`src/rtl/rdm_bit_deinterleaver.sv`:
```
// rdm_bit_deinterleaver: bit de-interleaver that scatters each Qm-wide LLR pop
// into per-row address ranges (row i base = i*E/Qm) of the de-interleave RAM.
module rdm_bit_deinterleaver #(
    parameter int LANES = 16,
    parameter int LLR_W = 6,
    parameter int AW    = 16
) (
    input  logic                   i_core_clk,
    input  logic                   i_rx_rstn,
    input  logic                   cfg_start,
    input  logic [3:0]             cfg_qm,
    input  logic [15:0]            cfg_e,
    output logic                   PopPermit,
    output logic [3:0]             PopAmout,
    input  logic                   PopEnable,
    input  logic [LANES*LLR_W-1:0] PopData,
    output logic                   wr_en,
    output logic [LANES-1:0]       wr_lane_vld,
    output logic [LANES*AW-1:0]    wr_addr,
    output logic [LANES*LLR_W-1:0] wr_data,
    input  logic                   wr_ready,
    output logic                   busy,
    output logic                   done,
    output logic                   err_cfg
);

    typedef enum logic [2:0] {
        S_IDLE, S_DIV, S_BASE, S_RUN, S_DRAIN, S_DONE, S_ERR
    } state_e;

    state_e state_q, state_d;

    logic [3:0]    qm_q;
    logic [3:0]    cnt_q;
    logic [3:0]    rem_q;
    logic [15:0]   quo_q;
    logic [AW-1:0] acc_q;
    logic [AW-1:0] base_q [LANES];
    logic [15:0]   col_q;

    logic                   wr_en_q, wr_en_d;
    logic [LANES-1:0]       vld_q, vld_d;
    logic [LANES*AW-1:0]    addr_q, addr_d;
    logic [LANES*LLR_W-1:0] data_q, data_d;

    logic [4:0]  qm_n;
    logic [4:0]  shl;
    logic [4:0]  diff;
    logic        ge;
    logic [3:0]  rem_nx;
    logic [15:0] quo_nx;
    logic        qm_ok;
    logic        cfg_bad;
    logic        permit;
    logic        pop;
    logic        acc_wr;
    logic        last_col;

    // One restoring-division step; the quotient shifts in where E shifts out.
    assign qm_n   = {1'b0, qm_q} + 5'd1;
    assign shl    = {rem_q, quo_q[15]};
    assign ge     = shl >= qm_n;
    assign diff   = shl - qm_n;
    assign rem_nx = ge ? diff[3:0] : shl[3:0];
    assign quo_nx = {quo_q[14:0], ge};

    always_comb begin
        qm_ok = 1'b0;
        case (qm_q)
            4'd0, 4'd1, 4'd3, 4'd5, 4'd7, 4'd9: qm_ok = 1'b1;
            default:                            qm_ok = 1'b0;
        endcase
    end

    // A zero quotient with zero remainder can only come from E == 0.
    assign cfg_bad  = !qm_ok || (rem_nx != 4'd0) || (quo_nx == 16'd0);
    assign permit   = (state_q == S_RUN) && (col_q < quo_q)
                      && (!wr_en_q || wr_ready);
    assign pop      = PopEnable && permit;
    assign acc_wr   = wr_en_q && wr_ready;
    assign last_col = (col_q == quo_q - 16'd1);

    always_ff @(posedge i_core_clk or negedge i_rx_rstn) begin
        if (!i_rx_rstn) begin
            state_q <= S_IDLE;
        end else begin
            state_q <= state_d;
        end
    end

    always_comb begin
        state_d = state_q;
        unique case (state_q)
            S_IDLE:  if (cfg_start) state_d = S_DIV;
            S_DIV:   if (cnt_q == 4'd15) state_d = cfg_bad ? S_ERR : S_BASE;
            S_BASE:  if (cnt_q == qm_q) state_d = S_RUN;
            S_RUN:   if (pop && last_col) state_d = S_DRAIN;
            S_DRAIN: if (acc_wr) state_d = S_DONE;
            S_DONE:  state_d = S_IDLE;
            S_ERR:   state_d = S_IDLE;
            default: state_d = S_IDLE;
        endcase
    end

    always_comb begin
        PopPermit = permit;
        busy      = (state_q == S_DIV) || (state_q == S_BASE)
                    || (state_q == S_RUN) || (state_q == S_DRAIN);
        done      = (state_q == S_DONE);
        err_cfg   = (state_q == S_ERR);
    end

    always_ff @(posedge i_core_clk or negedge i_rx_rstn) begin
        if (!i_rx_rstn) begin
            qm_q  <= '0;
            cnt_q <= '0;
            rem_q <= '0;
            quo_q <= '0;
            acc_q <= '0;
            col_q <= '0;
            for (int i = 0; i < LANES; i++) base_q[i] <= '0;
        end else begin
            unique case (state_q)
                S_IDLE: begin
                    if (cfg_start) begin
                        qm_q  <= cfg_qm;
                        quo_q <= cfg_e;
                        rem_q <= '0;
                        cnt_q <= '0;
                        acc_q <= '0;
                        col_q <= '0;
                    end
                end
                S_DIV: begin
                    rem_q <= rem_nx;
                    quo_q <= quo_nx;
                    cnt_q <= cnt_q + 4'd1;
                end
                S_BASE: begin
                    base_q[cnt_q] <= acc_q;
                    acc_q         <= acc_q + AW'(quo_q);
                    cnt_q         <= cnt_q + 4'd1;
                end
                S_RUN: begin
                    if (pop) col_q <= col_q + 16'd1;
                end
                default: ;
            endcase
        end
    end

    // Output register: load on pop, hold while stalled, clear once drained.
    always_comb begin
        wr_en_d = wr_en_q;
        vld_d   = vld_q;
        addr_d  = addr_q;
        data_d  = data_q;
        if (pop) begin
            wr_en_d = 1'b1;
            for (int i = 0; i < LANES; i++) begin
                if (i <= int'(qm_q)) begin
                    vld_d[i]                  = 1'b1;
                    addr_d[AW*i +: AW]        = base_q[i] + AW'(col_q);
                    data_d[LLR_W*i +: LLR_W]  = PopData[LLR_W*i +: LLR_W];
                end else begin
                    vld_d[i]                  = 1'b0;
                    addr_d[AW*i +: AW]        = '0;
                    data_d[LLR_W*i +: LLR_W]  = '0;
                end
            end
        end else if (acc_wr) begin
            wr_en_d = 1'b0;
            vld_d   = '0;
            addr_d  = '0;
            data_d  = '0;
        end
    end

    always_ff @(posedge i_core_clk or negedge i_rx_rstn) begin
        if (!i_rx_rstn) begin
            wr_en_q <= 1'b0;
            vld_q   <= '0;
            addr_q  <= '0;
            data_q  <= '0;
        end else begin
            wr_en_q <= wr_en_d;
            vld_q   <= vld_d;
            addr_q  <= addr_d;
            data_q  <= data_d;
        end
    end

    assign PopAmout    = qm_q;
    assign wr_en       = wr_en_q;
    assign wr_lane_vld = vld_q;
    assign wr_addr     = addr_q;
    assign wr_data     = data_q;

endmodule

```
`config.mk`:
```
export PLATFORM = sky130hd
export DESIGN_NAME = rdm_bit_deinterleaver
export DESIGN_NICKNAME = d
export VERILOG_FILES = /design/src/rtl/rdm_bit_deinterleaver.sv
export SDC_FILE = /design/constraint.sdc
export NUM_CORES = 2
export LEC_CHECK = 0
export ABC_CLOCK_PERIOD_IN_PS = 4300
export CORE_UTILIZATION = 48
export DETAILED_ROUTE_END_ITERATION = 6
export GPL_TIMING_DRIVEN = 1
export PLACE_DENSITY = 0.73
export SYNTH_ARGS = -nofsm -noshare
export SYNTH_HDL_FRONTEND = slang
export SYNTH_SLANG_ARGS = --single-unit
```
`constraint.sdc`:
```
create_clock -name i_core_clk -period 4.3 [get_ports i_core_clk]
set_input_delay 0.86 -clock i_core_clk [delete_from_list [all_inputs] [get_ports i_core_clk]]
set_output_delay 0.86 -clock i_core_clk [all_outputs]
set_load 0.01 [all_outputs]
```
### After elaboration in Yosys (flattened, before gate mapping)

Cells that the tools add are included.
W data, S select, Z words.

* input port bits: 121
* flip-flop bits (word level): 688
* output and inout bits: 377
* word-level logic and storage cells: 194

* bitwise logic cells: 1
* mux-type cells: 74
* add/subtract/negate cells: 22
* reductions and logical operators: 31
* order comparisons: 19
* eq/ne operators: 20

Operators with widths (count)
* $mux W256: 2
* $mux W16: 21
* $add A16 B16 Y16: 17
* $bwmux W256: 1
* $mux W96: 2
* $pmux W16 S2: 3
* $mux W6: 15
* $demux W16 S4: 1
* $le A4 B4 Y1 const A: 8
* $mux W1: 18
* $mux W3: 6
* $add A16 B1 Y16 const B: 1
* $eq A16 B16 Y1: 1
* $le A3 B4 Y1 const A: 4
* $logic_not A16 Y1: 1
* $lt A16 B16 Y1: 1
* $pmux W4 S2: 2
* $sub A16 B1 Y16 const B: 1
* $pmux W3 S5: 1
* $ne A2 B2 Y1 const B: 5
* $reduce_bool A2 Y1: 5
* $eq A3 B3 Y1 const B: 3
* $eq A4 B3 Y1 const B: 2
* $eq A4 B4 Y1 const B: 2
* other kinds (27): 44

### Depth between registers and ports, before layout

* depth in word-level cells: 9
* gate-level depth with buffers: 14
* mapped depth without buffers: 13

### Worst setup path after synthesis

No wires, ideal clock.

* path kind: register to register
* start: register col_q[1]
* end: register addr_q[95], in the netlist wr_addr[95]
* clock period less this slack: 3.610 ns
* buffers on the path: 0
* slack: 0.690 ns
* arrival: 3.489 ns
* setup time: 0.121 ns
* data required time: 4.179 ns
* stages on the path, launching flop included: 11
* cells stage by stage: dfrtp_1 -> ha_1 -> a21o_1 -> a21o_1 -> a2111oi_2 -> o21bai_1 -> a41oi_1 -> o21ai_1 -> o41a_1 -> xnor2_1 -> a22o_1

* longest elaborated chain between the ends: 5
* elaborated cells between the ends (all ways): 8
* those cells by class: 1 x add/sub; 1 x order compare; 2 x mux; 4 x reduce/logical

Ends and longest elaborated chain
* start: declaration: line 39 `logic [15:0] col_q;`
* start signal: assignment: line 145 `if (pop) col_q <= col_q + 16'd1;`
* $lt A16 B16 Y1: line 77 `assign permit = (state_q == S_RUN) && (col_q < quo_q)`
* $logic_and A1 B1 Y1: line 77
* $logic_and A1 B1 Y1: line 78 `&& (!wr_en_q || wr_ready);`
* $logic_and A1 B1 Y1: line 79 `assign pop = PopEnable && permit;`
* $mux W256 / $reduce_bool A2 Y1 (equally long branches)
* end signal: assignment: line 188 `addr_q <= addr_d;`
* end: declaration: line 43 `logic [LANES*AW-1:0] addr_q, addr_d;`

Parallel ways exist; a longest one is shown, timed or not.
A chain may end at the register's enable or synchronous reset.

### Worst setup path in the final report

* start: register col_q[0]
* end: output PopPermit

* longest elaborated chain between the ends: 3

Ends and longest elaborated chain
* $lt A16 B16 Y1: line 77
* $logic_and A1 B1 Y1: line 77
* $logic_and A1 B1 Y1: line 78
* end: declaration: line 13 `output logic PopPermit,`

Every way passes these cells.

==> impl_metrics.toml <==
[run_status]
outcome = "complete, no violations"

[global_routing]
track_usage_pct = 28.38
first_global_vias = 28110
antenna_found_initial = 3
grt_max_degree = 207
grt_overflow = 0
grt_pass1_wl_mm = 170.3

[clocking]
cts_tree = "done"
htreeDepth = 3
clockBufferDepth = 3
post_cts_buffers = 0
clock_sinks = 687
cts_buffers = 76
clockRootBuffer = "clkbuf_16"
cts.clk_slew.worst_paths_ps = 60
insertion_delay_ps = 630

[pwr]
power.density_nw_per_um2 = 516.8
total_power_w = 0.02376
power.leakage_nw = 23.28
ir_worst_vdd_uv = 534.4

[timing]
final_max_slew_viol_count = 0
finalCritPeriodShare_pct = 95.45
finalCriticalPeriod_ps = 4104
relSlewSlack_pct = 4.058
setup_viol_count_final = 0
rsz0062_at_grt = "no"
fin_skew_ps = 24.63
clock.fmax_ghz = 0.2436
worst_pin_slew_ps = 1439
tns_ps = 0
hold_viol_final = 0

[yosys]
synth_area_per_cell_sq_um = 11.45
syn_inst = 3232
synth_edf_count = 0
async_flop_share_pct = 100.0
synth_top_area_share_pct = 46.45
yosysMostFrequentCell = "dfrtp_1"
yosysSeqAreaShare_pct = 46.45
ys.flop_type = "dfrtp_1"
syn_nets = 3656
synth-seq-cells = 687
yosysTopAreaCell = "dfrtp_1"
synth.top_cells.by_count = "dfrtp_1 (687), a22o_1 (293), ha_1 (285), mux2_2 (256), a21oi_1 (169)"
synth_cell_types = 79
syn_area_sq_um = 37010
yosysWarningCount = 0
synth.area.top_cells = "dfrtp_1 (46%), ha_1 (9.6%), mux2_2 (7.8%), a22o_1 (6.9%), xnor2_1 (3.9%)"

[routing]
post_drt_wl_per_cell_um = 23.07
dr.first_iter.drc_count = 2098
avgViaCountPerCell = 5.912
drc = 0
vias = 28610
wl_mm = 111.6
drt-pass1-iter-count = 6
postRouteAntennaNets = 0

[die]
die-area_sq_um = 78220
num_io_pins = 498
die_w_um = 279.7
core_sq_um = 76080
fp.dieH_um = 279.7
start_util_pct = 48.65
rows = 101

[layout]
drive_above_1_share_pct = 13.84
fillers = 6327
nets = 4178
area_delta_synth_final_pct = 24.23
final_cells = 4840

[setup_path]
crit_path_end_kind = "output pin"
critPathLaunchType = "flip-flop"
crit_arrival_ps = 3240
reg2reg_depth = 10
critPathMaxFanout = 20
crit_type = "flip-flop to output pin"
cp.required_ps = 3440

[place]
gp_congestion = 0.9069
io_buffer_count = 497
dp.cells = 4706
post-dp-hpwl_mm = 73.35

[hold_path]
worstHoldPathType = "primary input to async pin"

[run]
drv_cap = 0
==> placed cells by master, fill, tap and decap left out, drive strengths merged, types with 26 or more instances in the layout <==
master	netlist	layout
o21bai	39	39
a21oi	173	173
nand2	141	141
a22o	293	293
a21o	124	124
o21ai	139	139
nor3	70	70
dfrtp	687	687
nand3	59	59
and3	26	26
ha	285	285
inv	80	84
xor2	97	97
clkdlybuf4s50	0	496
o21a	27	27
buf	70	84
xnor2	164	164
clkbuf	66	101
mux2	256	256
nor2	134	134
==> layer usage <==
layer | share of wire, % | global-route usage [%] | vias to the layer above | wire length, um
li1 | - | - | 13100 | -
met1 | 43 | 39.16 | 14250 | 48560
met2 | 46 | 44.82 | 1045 | 50870
met3 | 7.3 | 4.729 | 221 | 8102
met4 | 3.7 | 10.65 | 4 | 4093
met5 | 0.022 | 0 | - | 25
==> logic make-up after synthesis <==
| family | count (synthesis) | share of synthesized area (%) |
|---|---|---|
| mux | 259 | 7.871 |
| buf+inv | 218 | 2.465 |
| compound gates | 977 | 19.48 |
| xor+xnor | 261 | 6.177 |
| flops | 687 | 46.45 |
| simple gates | 527 | 6.941 |
| fa+ha+maj | 303 | 10.61 |
==> registers in the layout (all words and copies together), names as in the netlist <==
name	flops
rem_q	4
PopAmout	4
wr_addr	256
cnt_q	4
state_q	3
quo_q	16
acc_q	16
wr_lane_vld	16
wr_data	96
col_q	16
base_q	256
==> critical path, stage by stage, from the launching register on <==
cell and delay [ps]:
dfrtp_4 700, inv_1 160, ha_1 160, nor2b_1 40
o21ai_1 110, nand2b_1 80, a2111oi_1 510, o21a_1 280
clkdlybuf4s50_1 560
==> layout make-up <==
| class | count | area [sq um] | area share, % |
|---|---|---|---|
| Multi-Input combinational cell | 2327 | 18960 | 41.23 |
| Antenna cell | 1 | 2.502 | 0.005443 |
| Sequential cell | 687 | 17220 | 37.44 |
| Timing Repair Buffer | 580 | 5728 | 12.46 |
| Clock buffer | 101 | 2137 | 4.648 |
| Tap cell | 1030 | 1289 | 2.803 |
| Inverter | 82 | 307.8 | 0.6695 |
| Clock inverter | 32 | 339.1 | 0.7375 |
==> stage by stage <==
stage                     utilization (%)  setup WS (ps)  area, sq um  hold WS, ps
after detailed placement            57.17          612.6        43500        465.1
after global placement              57.17          650.5        43500        457.6
after CTS                           60.43          56.88        45970        382.3
after floorplan                         -          689.8        37010        456.3
after global routing                60.43          16.08        45970        416.1
final                               60.44          195.7        45980        346.1
==> report_power, final <==
part | leakage [nW] | switching, W | internal, W
Combinational | 12.6 | 0.00488 | 0.00360
Sequential | 9.42 | 0.00109 | 0.00764
Clock | 1.22 | 0.00275 | 0.00380
==> what timing repair did <==
action / CTS / global route
gates resized for setup: 0 / 1
endpoints found under the setup margin: 0 / 1
hold buffers: 0 / 0
==> final timing paths <==
kind                              startpoint            to  slack, ps
worst max-delay path                col_q[0]     PopPermit        200
worst min-delay path               i_rx_rstn  wr_addr[145]        350
worst max register to register      col_q[0]  wr_addr[219]        530
worst min register to register  wr_addr[244]  wr_addr[244]        480
max in group asynchronous          i_rx_rstn   base_q[196]       2950
min in group i_core_clk         wr_addr[244]  wr_addr[244]        480
Note: power is estimated with default switching activity, not from simulation.
